## src/rtl/echo_pkg.sv

```systemverilog
// echo_pkg: shared types and default widths for the echo client.
//   state_t   : client FSM state encoding (IDLE, RUN, DRAIN, DONE)
//   W_DEF     : default payload width
//   CW_DEF    : default request/statistics counter width
//   DEPTH_DEF : default number of outstanding requests tracked
package echo_pkg;

  localparam int W_DEF     = 32;
  localparam int CW_DEF    = 16;
  localparam int DEPTH_DEF = 4;

  typedef enum logic [1:0] {
    IDLE  = 2'd0,
    RUN   = 2'd1,
    DRAIN = 2'd2,
    DONE  = 2'd3
  } state_t;

endpackage

```

## src/rtl/echo_client_fifo.sv

```systemverilog
// echo_client_fifo: synchronous DEPTH x W FIFO holding the values that
// have been sent but not yet heard back.
//   CLK, nRST  : clock, synchronous active-high reset (empties the FIFO)
//   push       : write push_data (ignored when full)
//   push_data  : value to store
//   pop        : drop the head entry (ignored when empty)
//   head       : oldest stored value
//   empty/full : derived from the registered occupancy
//   count      : registered occupancy, 0..DEPTH
// Push and pop in the same cycle are both honoured; occupancy is unchanged.
module echo_client_fifo
  import echo_pkg::*;
#(
  parameter int DEPTH = DEPTH_DEF,
  parameter int W     = W_DEF,
  localparam int AW   = $clog2(DEPTH),
  localparam int CNTW = AW + 1
) (
  input  logic            CLK,
  input  logic            nRST,
  input  logic            push,
  input  logic [W-1:0]    push_data,
  input  logic            pop,
  output logic [W-1:0]    head,
  output logic            empty,
  output logic            full,
  output logic [CNTW-1:0] count
);

  logic [W-1:0]  mem [DEPTH];
  logic [AW-1:0] wr_ptr;
  logic [AW-1:0] rd_ptr;
  logic          wr_en;
  logic          rd_en;

  assign empty = (count == '0);
  assign full  = (count == CNTW'(DEPTH));
  assign wr_en = push && !full;
  assign rd_en = pop && !empty;
  assign head  = mem[rd_ptr];

  // DEPTH is a power of two, so the pointers wrap on their own.
  always_ff @(posedge CLK) begin
    if (nRST) begin
      wr_ptr <= '0;
      rd_ptr <= '0;
      count  <= '0;
    end else begin
      if (wr_en) wr_ptr <= wr_ptr + 1'b1;
      if (rd_en) rd_ptr <= rd_ptr + 1'b1;
      count <= count + CNTW'(wr_en) - CNTW'(rd_en);
    end
  end

  // Storage needs no reset; occupancy alone decides what is valid.
  always_ff @(posedge CLK) begin
    if (wr_en) mem[wr_ptr] <= push_data;
  end

endmodule

```

## src/rtl/echo_client.sv

```systemverilog
// echo_client: initiator side of the say/heard echo protocol. Issues a
// numbered stream of say(v) requests starting at start_seed, remembers
// each one in a tracking FIFO, and checks returning heard(v) indications
// against it in order.
//   CLK, nRST                      : clock, synchronous active-high reset
//   start__ENA/_count/_seed/__RDY  : run launch handshake
//   say__ENA, say_v, say__RDY      : outgoing requests
//   heard__ENA, heard_v, heard__RDY: returning indications
//   done                           : run complete (all sent and heard)
//   mismatch, unexpected           : sticky error flags
//   err_count, sent_count, rcvd_count : per-run statistics
//
// state | meaning
// IDLE  | waiting for start after reset
// RUN   | issuing requests, checking indications
// DRAIN | all requests issued, waiting for the remaining indications
// DONE  | run complete; start may launch a new run
module echo_client
  import echo_pkg::*;
#(
  parameter int W     = W_DEF,
  parameter int DEPTH = DEPTH_DEF,
  parameter int CW    = CW_DEF
) (
  input  logic          CLK,
  input  logic          nRST,
  input  logic          start__ENA,
  input  logic [CW-1:0] start_count,
  input  logic [W-1:0]  start_seed,
  output logic          start__RDY,
  output logic          say__ENA,
  output logic [W-1:0]  say_v,
  input  logic          say__RDY,
  input  logic          heard__ENA,
  input  logic [W-1:0]  heard_v,
  output logic          heard__RDY,
  output logic          done,
  output logic          mismatch,
  output logic          unexpected,
  output logic [CW-1:0] err_count,
  output logic [CW-1:0] sent_count,
  output logic [CW-1:0] rcvd_count
);

  localparam int CNTW = $clog2(DEPTH) + 1;

  state_t          state;
  state_t          state_nxt;
  logic [CW-1:0]   target;
  logic [W-1:0]    next_v;

  logic            start_go;
  logic            issue;
  logic            accept;
  logic            stray;
  logic            differ;
  logic [W-1:0]    fifo_head;
  logic            fifo_empty;
  logic            fifo_full;
  logic [CNTW-1:0] fifo_count;
  logic [CNTW-1:0] count_after;
  logic [CW-1:0]   sent_after;

  echo_client_fifo #(
    .DEPTH (DEPTH),
    .W     (W)
  ) u_fifo (
    .CLK       (CLK),
    .nRST      (nRST),
    .push      (issue),
    .push_data (next_v),
    .pop       (accept),
    .head      (fifo_head),
    .empty     (fifo_empty),
    .full      (fifo_full),
    .count     (fifo_count)
  );

  assign start__RDY = (state == IDLE) || (state == DONE);
  assign done       = (state == DONE);
  assign start_go   = start__ENA && start__RDY;

  // Full comes from registered occupancy: a pop this cycle does not free
  // a slot for an issue in the same cycle.
  assign issue      = (state == RUN) && (sent_count < target) && !fifo_full && say__RDY;
  assign say__ENA   = issue;
  assign say_v      = next_v;

  assign heard__RDY = ((state == RUN) || (state == DRAIN)) && !fifo_empty;
  assign accept     = heard__ENA && heard__RDY;
  assign stray      = heard__ENA && !heard__RDY;
  assign differ     = accept && (heard_v != fifo_head);

  // Occupancy and sent count as they will be after this edge.
  assign count_after = fifo_count + CNTW'(issue) - CNTW'(accept);
  assign sent_after  = sent_count + CW'(issue);

  always_comb begin
    state_nxt = state;
    case (state)
      IDLE, DONE: begin
        if (start_go) state_nxt = (start_count == '0) ? DONE : RUN;
      end
      RUN: begin
        // Last issue coinciding with the last pop finishes in one edge.
        if (sent_after == target) state_nxt = (count_after == '0) ? DONE : DRAIN;
      end
      DRAIN: begin
        if (count_after == '0) state_nxt = DONE;
      end
      default: state_nxt = IDLE;
    endcase
  end

  always_ff @(posedge CLK) begin
    if (nRST) begin
      state      <= IDLE;
      target     <= '0;
      next_v     <= '0;
      sent_count <= '0;
      rcvd_count <= '0;
      err_count  <= '0;
      mismatch   <= 1'b0;
      unexpected <= 1'b0;
    end else begin
      state <= state_nxt;
      if (start_go) begin
        target     <= start_count;
        next_v     <= start_seed;
        sent_count <= '0;
        rcvd_count <= '0;
        err_count  <= '0;
        mismatch   <= 1'b0;
        unexpected <= 1'b0;
      end else begin
        if (issue) begin
          next_v     <= next_v + 1'b1;
          sent_count <= sent_after;
        end
        if (accept) rcvd_count <= rcvd_count + 1'b1;
        if (differ) begin
          mismatch <= 1'b1;
          if (err_count != '1) err_count <= err_count + 1'b1;
        end
      end
      if (stray) unexpected <= 1'b1;
    end
  end

endmodule
```

## config.mk

```make
export PLATFORM = sky130hd
export DESIGN_NAME = echo_client
export DESIGN_NICKNAME = d
export VERILOG_FILES = /design/src/rtl/echo_pkg.sv /design/src/rtl/echo_client_fifo.sv /design/src/rtl/echo_client.sv
export SDC_FILE = /design/constraint.sdc
export NUM_CORES = 1
export LEC_CHECK = 0
export CORE_ASPECT_RATIO = 0.5
export CORE_UTILIZATION = 55
export CTS_CLUSTER_DIAMETER = 60
export DETAILED_ROUTE_END_ITERATION = 12
export PLACE_DENSITY = 0.81
export SYNTH_ARGS = -nofsm -noshare
export SYNTH_HDL_FRONTEND = slang
export SYNTH_HIERARCHICAL = 1
export SYNTH_SLANG_ARGS = --single-unit
```

## constraint.sdc

```tcl
create_clock -name CLK -period 4.85 [get_ports CLK]
set_clock_uncertainty 0.2 [all_clocks]
set_input_delay 0.97 -clock CLK [delete_from_list [all_inputs] [get_ports CLK]]
set_output_delay 0.97 -clock CLK [all_outputs]
set_load 0.005 [all_outputs]
```

=== After elaboration in Yosys (flattened, before gate mapping) ===
Memories as Yosys holds them, arrays and structs flattened. A register that Yosys moved wholly into a read port is not among the register bits.
Index checks and enable logic that the tools add are counted.

* Add/subtract/negate cells: 10
* Order comparisons: 1
* Equality and inequality tests: 10
* Muxes and demuxes: 14
* Reductions and logical operators: 25

{| class="wikitable"
|+ Operators by type and width
! operator !! number
|-
| $mux 32 || 2
|-
| $add 16x1->16 const B || 2
|-
| $add 32x1->32 const B || 1
|-
| $ne 32x32->1 || 1
|-
| $add 16x1->16 || 1
|-
| $eq 16x16->1 || 1
|-
| $logic_not 16->1 || 1
|-
| $lt 16x16->1 || 1
|-
| $ne 16x16->1 const B || 1
|-
| $mux 2 || 6
|-
| $logic_and 1x1->1 || 10
|-
| $add 3x1->3 || 2
|-
| $logic_not 3->1 || 2
|-
| $pmux 2 s3 || 1
|-
| $sub 3x1->3 || 2
|-
| $mux 1 || 5
|-
| $add 2x1->2 const B || 2
|-
| $eq 2x2->1 const B || 2
|-
| $ne 2x1->1 const B || 2
|-
| $reduce_bool 2->1 || 2
|-
| $reduce_or 2->1 || 2
|-
| $eq 3x3->1 const B || 1
|-
| $logic_not 1->1 || 3
|-
| $reduce_and 3->1 || 1
|-
| 5 further kinds || 6
|}

* Register bits after elaboration: 107
* RAM bits: 128
* Input port bits: 85
* Output and inout bits: 86
* Word-level logic and storage cells: 72
* Memories: 1

{| class="wikitable"
|+ Memory list
! memory !! depth !! bits a word !! rd ports !! clocked after Yosys merged registers in !! wr ports !! line !! text
|-
| u_fifo.mem || 4 || 32 || 1 || 1 || 1 || echo_client_fifo.sv:30 || <nowiki>logic [W-1:0] mem [DEPTH];</nowiki>
|}

=== Depth between registers and ports, before layout ===
Gate-level depths: netlist (run 1).

* Word-level depth: 10
* Depth in mapped cells: 18
* Gate-level depth less buffers: 18

=== Modules after synthesis ===
Netlist (run 1), hierarchy kept.

{| class="wikitable"
|+ By module, submodules not included
! module !! instances !! cells each !! area each (µm²) !! seq. area each (µm²)
|-
| echo_client || 1 || 773 || 6211.0 || 2001.9
|-
| echo_client_fifo || 1 || 218 || 5139.9 || 4023.9
|}

=== Least setup slack after synthesis (run 1) ===
Ideal clock, no wire load.

* Path type: flip-flop to flip-flop
* From: register sent_count[6]
* To: register state[0]
* Arrival: 3.680 ns
* Required time: 4.570 ns
* Setup slack: 0.890 ns
* Stages on the path, launching flop included: 16
* Buffers on the path: 0
* Cell sequence: dfxtp_1 -> ha_1 -> a21oi_1 -> nor2b_1 -> a2111oi_0 -> o21a_1 -> o21ai_1 -> inv_2 -> ha_1 -> and4_1 -> nand4_1 -> or4_1 -> a31oi_1 -> nand4b_1 -> o221ai_1 -> nor3b_1

* Cells in the longest elaborated chain, start to end: 10
* Elaborated cells on any way between the ends: 15
* Those cells by class: add/sub: 3; order compare: 1; eq/ne: 3; mux: 3; reduce/logical: 5

{| class="wikitable"
|+ RTL lines
! element !! line !! text
|-
| start: declaration || echo_client.sv:41 || <nowiki>output logic [CW-1:0] sent_count,</nowiki>
|-
| start signal: assignment || echo_client.sv:138 || <nowiki>sent_count <= sent_after;</nowiki>
|-
| $lt 16x16->1 (*) || echo_client.sv:85 || <nowiki>assign issue = (state == RUN) && (sent_count < target) && !fifo_full && say__RDY;</nowiki>
|-
| $logic_and 1x1->1 (*) (3 in a row) || echo_client.sv:85 ||
|-
| via say__ENA || echo_client.sv:31 || <nowiki>output logic say__ENA,</nowiki>
|-
| $add 3x1->3 || echo_client.sv:95 || <nowiki>assign count_after = fifo_count + CNTW'(issue) - CNTW'(accept);</nowiki>
|-
| $sub 3x1->3 || echo_client.sv:95 ||
|-
| $logic_not 3->1 || echo_client.sv:106, echo_client.sv:109 ||
|-
| $mux 1 || echo_client.sv:106 || <nowiki>if (sent_after == target) state_nxt = (count_after == '0) ? DONE : DRAIN;</nowiki>
|-
| $mux 2 || echo_client.sv:106 ||
|-
| $pmux 2 s3 || echo_client.sv:100 || <nowiki>case (state)</nowiki>
|-
| end signal: assignment || echo_client.sv:126 || <nowiki>state <= state_nxt;</nowiki>
|-
| end: declaration || echo_client.sv:47 || <nowiki>state_t state;</nowiki>
|}

The timed path passes the listed nets; every way through them passes the cells marked *. The select of a mux whose other input is x is not followed.
A chain may end at the register's enable or synchronous reset.

=== Worst setup path after layout (run 1) ===
* From: register sent_count[6]
* To: register state[1]

* Cells in the longest elaborated chain, start to end: 9
* Elaborated cells on any way between the ends: 12
* Those cells by class: add/sub: 3; order compare: 1; eq/ne: 3; reduce/logical: 5

{| class="wikitable"
|+ RTL lines
! element
|-
| parallel branches: the longest is 8 deep, another holds $lt 16x16->1
|-
| $reduce_and 3->1 (no source line) (*)
|}

Mark *: on every way between the ends.

==> flow_metrics.tcl, run 1 <==
set metrics [dict create \
    via_count 8638 \
    die_w_um 205 \
    die_area_um2 21300 \
    port-buffer-count 170 \
    synth.area.top_cells "edfxtp_1, dfxtp_1, mux4_2, xor2_1, ha_1" \
    slowest_delay_ns 0.56 \
    finish.utilization 0.704 \
    clk-insertion-delay-late_ns 0.51 \
    slew-limit-headroom 0.195 \
    grt_setup_unrepaired "false" \
    hp-class "reg2reg" \
    p_leak_nw 4.67 \
    synthesis.nets 1109 \
    n_antenna_cell 0 \
    outcome "completed" \
    antenna_left 0 \
    power_density_nw_per_um2 404 \
    crit_type "reg2reg" \
    netlist.top_cell.by_area "edfxtp_1" \
    final.min_clock_period_ns 4.34 \
    viasPerCell 6.00 \
    async_flop_share 0 \
    wl_per_cell_um 20.5 \
    synth-edff-count 128 \
    clkTransAtPathRegs_ns 0.07 \
    setup_tns_ns 0 \
    drt_pass1_iterations 5 \
    cts_buffers 21 \
    path_cells "ha_1 > a21oi_1 > nor2b_1 > a2111oi_0 > o21a_1 > o21ai_1 > inv_2 > ha_1 > and4_1 > nand4_1 > or4_1 > a31oi_1 > nand4b_1 > o211ai_1 > nor3b_1" \
    setup_ws_ns 0.512 \
    setup_viol 0 \
    ctsHoldBuffers 0 \
    end_kind "register" \
    overflow 0 \
    htree_levels 1 \
    antenna_found_initial 0 \
    grt_pass1_vias 8525 \
    detailed_place_hpwl_um 20200 \
    cts_max_path_buffers 3 \
    worst_pin_slew_ns 1.20 \
    syn_inst 991 \
    hold_viol 0 \
    post_cts_resize_count 0 \
    crit_family "simple AND/OR/NAND/NOR gates" \
    wirelength_um 29500 \
    yosys-top-cells-count "edfxtp_1, dfxtp_1, nor2_1" \
    synth_seq_cells 237 \
    path_buf_inv 1 \
    slowest_stage "or4_1" \
    yosysSeqAreaShare 0.531 \
    startpoint_type "register" \
    crit_fanout 6 \
    yosysUniqueCellTypes 65 \
    path_common_cell "ha_1" \
    period_share 0.895 \
    clock-sinks 237 \
    p_total_mw 5.64 \
    drv_cap 0 \
    drc 0 \
    rows 36 \
    nets 1278 \
    worstPathRequired_ns 5.06 \
    cts_setup_buffers 0 \
    syn_area_um2 11400 \
    place_congestion 0.904 \
    cp.arrival_ns 4.55 \
    grt_max_degree 60 \
    drive_above_1_share 0.0784 \
    ioPinCount 171 \
    vdd_drop_max_mv 0.258 \
    synthFlopType "edfxtp_1" \
    syn_avg_cell_area_um2 11.5 \
    cts_tree "done" \
    initial_core_util 0.573 \
    grt_pass1_wl_um 45900 \
    drt_iter0_drc 670 \
    groute.usage.overall 0.278 \
    area_delta_synth_final_pct 23.0 \
    die_h_um 104 \
    synth_top_area_share 0.339 \
    drv_slew 0 \
    dpl_worst_slack_ns 0.294 \
    yosysMostFrequentCell "edfxtp_1" \
    max_freq_mhz 230 \
    core_area_um2 19800 \
    yosysWarningCount 6 \
    cts_root_buf "clkbuf_16" \
]
-- stage by stage --
step	hold WS (ns)	cells	area, um2
final	0.259	1440	14000
after global routing	0.277	1440	14000
after CTS	0.257	1440	14000
after detailed placement	0.249	1403	13300
after global placement	0.246	1403	13300
after floorplan	0.236	991	11400
-- cells by family after synthesis --
logic type	count (synthesis)	synth area share
AND/OR/NAND/NOR	336	0.154
flip-flops	237	0.531
AO/OA/AOI/OAI	161	0.0966
XOR/XNOR	105	0.0810
buffers and inverters	84	0.0333
multiplexers	35	0.0668
adder cells (fa/ha/maj)	33	0.0377
-- sequential cells by signal, indices dropped and copies added (netlist names), named ones only --
register and cells:
unexpected 1, u_fifo/rd_ptr 2, say_v 32, u_fifo/wr_ptr 2
rcvd_count 16, target 16, u_fifo/mem 128, sent_count 16
mismatch 1, err_count 16, state 2, u_fifo/count 3
-- layer usage --
layer / track usage / vias to the layer above / routed length [um]
met3: 0.0472 / 60 / 2390
met4: 0.0667 / 0 / 705
met5: 0 / - / 0
met2: 0.467 / 387 / 14200
li1: - / 4026 / -
met1: 0.376 / 4165 / 12200
-- layout make-up --
type | count | area, um2
tap | 266 | 333
fill | 1411 | 5860
multi-input combinational | 670 | 4950
sequential | 237 | 6030
clock inverter | 6 | 56.3
clock buffer | 31 | 583
timing repair buffer | 190 | 1860
inverter | 40 | 150
-- final timing paths --
kind | start | end | slack, ns | depth (start not counted)
worst max-delay path | sent_count[6] | state[1] | 0.51 | 15
worst min-delay path | target[2] | target[2] | 0.26 | 2
worst max register to register | sent_count[6] | state[1] | 0.51 | 15
worst min register to register | target[2] | target[2] | 0.26 | 2
-- where the power goes --
part / internal [mW] / switching, mW
Sequential: 2.39 / 0.316
Clock: 0.888 / 0.722
Combinational: 0.576 / 0.745
-- worst reg2reg max path, cell delays in order (launching register included) --
cell,delay [ns]
dfxtp_1,0.43
ha_1,0.28
a21oi_1,0.16
nor2b_1,0.06
a2111oi_0,0.50
o21a_1,0.24
o21ai_1,0.10
inv_2,0.07
ha_1,0.24
and4_1,0.30
nand4_1,0.24
or4_1,0.56
a31oi_1,0.18
nand4b_1,0.24
o211ai_1,0.24
nor3b_1,0.22
-- placed cells by master, fill, tap and decap left out, types with 4 or more instances in the layout --
cell type,netlist,layout
xnor2_1,37,37
nand3_1,27,27
and4_1,7,7
ha_1,31,31
and2_1,9,10
xor2_1,68,68
nor3_1,14,14
buf_4,0,19
nor2_1,95,95
clkbuf_1,32,8
a211oi_1,24,24
o21ai_0,23,23
dfxtp_1,109,108
o2111ai_1,6,6
a311oi_1,11,11
o21ai_1,6,6
o211ai_1,10,10
or3_1,19,19
a21oi_1,41,41
clkbuf_16,0,21
edfxtp_1,128,128
nor4_1,22,22
nand2b_1,7,7
nand2_1,65,64
o31ai_1,5,5
or4_1,8,8
a211o_1,4,4
o21a_1,7,7
clkdlybuf4s50_1,0,169
nor2b_1,5,5
inv_1,39,39
a21o_1,5,5
mux4_2,30,30
nand4_1,26,26
and3_1,13,13
No activity file was read; power rests on OpenSTA's default activity.
==> inputs of run 2 (changes only) <==
REMOVE_ABC_BUFFERS = 1   (was not set)
==> run 2 against run 1 <==
Compared with the run above: flip-flop and latch count did not move; core utilization rose by 0.69 points; via count fell by 0.72%; non-clock buffer count rose by 3; wire length fell by 0.86%; combinational power barely moved; highest routed layer unchanged.
==> flow_metrics.tcl, run 2 (synthesized netlist as in run 1, its figures left out) <==
set metrics [dict create \
    path_buf_inv 1 \
    drv_slew 0 \
    hp-class "reg2reg" \
    cp.arrival_ns 4.45 \
    cts_tree "done" \
    crit_fanout 6 \
    wl_per_cell_um 20.3 \
    clock-sinks 237 \
    power_density_nw_per_um2 415 \
    htree_levels 1 \
    path_cells "ha_1 > a21oi_1 > nor2b_1 > a2111oi_0 > o21a_1 > o21ai_1 > inv_2 > ha_1 > and4_1 > nand4_1 > or4_1 > a31oi_1 > nand4b_1 > o221ai_1 > nor3b_1" \
    end_kind "register" \
    grt_pass1_vias 8452 \
    final_cell_mix "clkdlybuf4s50_1, edfxtp_1, dfxtp_1" \
    slew-limit-headroom 0.220 \
    period_share 0.873 \
    groute.usage.overall 0.277 \
    outcome "completed" \
    crit_family "simple AND/OR/NAND/NOR gates" \
    setup.worst_path.start "sent_count[6]" \
    path_common_cell "ha_1" \
    slowest_stage "or4_1" \
    place_congestion 0.881 \
    reg2reg_from "sent_count[6]" \
    top_register "u_fifo/mem" \
    startpoint_type "register" \
    setup_viol 0 \
    grt_pass1_wl_um 45700 \
    whs_ns 0.259 \
    detailed_place_hpwl_um 20300 \
    initial_core_util 0.573 \
    area_delta_synth_final_pct 24.2 \
    rows 36 \
    drive_above_1_share 0.0891 \
    final.min_clock_period_ns 4.23 \
    wirelength_um 29300 \
    grt_setup_unrepaired "false" \
    crit_type "reg2reg" \
    ctsHoldBuffers 0 \
    viasPerCell 5.94 \
    worstPathRequired_ns 5.07 \
    antenna_left 0 \
    grt_max_degree 46 \
    die_w_um 205 \
    setup_tns_ns 0 \
    max_freq_mhz 236 \
    via_count 8576 \
    overflow 0 \
    drt_iter0_drc 737 \
    antenna_found_initial 0 \
    core_area_um2 19800 \
    drc 0 \
    largest_reg_flops 128 \
    port-buffer-count 170 \
    cts_max_path_buffers 3 \
    cts_buffers 21 \
    drt_pass1_iterations 5 \
    post_cts_resize_count 0 \
    cts_setup_buffers 0 \
    hold_viol 0 \
    p_leak_nw 4.73 \
    hold_start "unexpected" \
    slowest_delay_ns 0.55 \
    clkTransAtPathRegs_ns 0.07 \
    n_antenna_cell 0 \
    clk-insertion-delay-late_ns 0.51 \
    cts_root_buf "clkbuf_16" \
    drv_cap 0 \
    vdd_drop_max_mv 0.292 \
    die_area_um2 21300 \
    final_common_cell "clkdlybuf4s50_1" \
    die_h_um 104 \
    ioPinCount 171 \
    nets 1281 \
    worst_pin_slew_ns 1.16 \
]
## run 2: path summary, 6_finish.rpt
kind / endpoint / slack, ns / cells past startpoint
setup / recovery: state[0] / 0.62 / 15
hold / removal: unexpected / 0.26 / 2
setup reg to reg: state[0] / 0.62 / 15
hold reg to reg: unexpected / 0.26 / 2
## run 2: layer usage
layer,vias up,global-route usage,part of all wire
met5,-,0,0
met4,0,0.0720,0.022
met3,49,0.0396,0.063
met2,302,0.476,0.50
met1,4190,0.368,0.42
li1,4035,-,-
## run 2: area by class of cell
type / instances / area, um2
tap: 266 / 333
clock buffer: 23 / 553
clock inverter: 15 / 200
sequential: 237 / 6030
timing repair buffer: 193 / 1880
inverter: 40 / 150
multi-input combinational: 670 / 4950
fill: 1393 / 5720
## run 2: worst reg2reg max path: cells and delay by family, from the launching register on
family	cells	cell delay (ns)
buffers and inverters	1	0.08
adders and majority gates	2	0.52
and+or+nand+nor	6	1.58
AOI/OAI and AO/OA	6	1.33
DFF	1	0.46
## run 2: per-stage QoR
stage | setup slack [ns] | instance area, um2 | power, mW | utilization | std cells
finish | 0.616 | 14100 | 5.84 | 0.711 | 1444
global route | 0.220 | 14100 | 6.07 | 0.711 | 1444
CTS | 0.637 | 14100 | 5.85 | 0.711 | 1444
detailed placement | 0.297 | 13300 | 4.03 | 0.673 | 1406
global placement | 0.419 | 13300 | 3.98 | 0.673 | 1406
floorplan | 0.436 | 11100 | 3.34 | - | 947
## run 2: report_power, final
group	switching [mW]	total, mW	internal [mW]
registers	0.297	2.69	2.39
logic	0.745	1.33	0.581
clock network	0.776	1.83	1.05
total	1.82	5.84	4.03
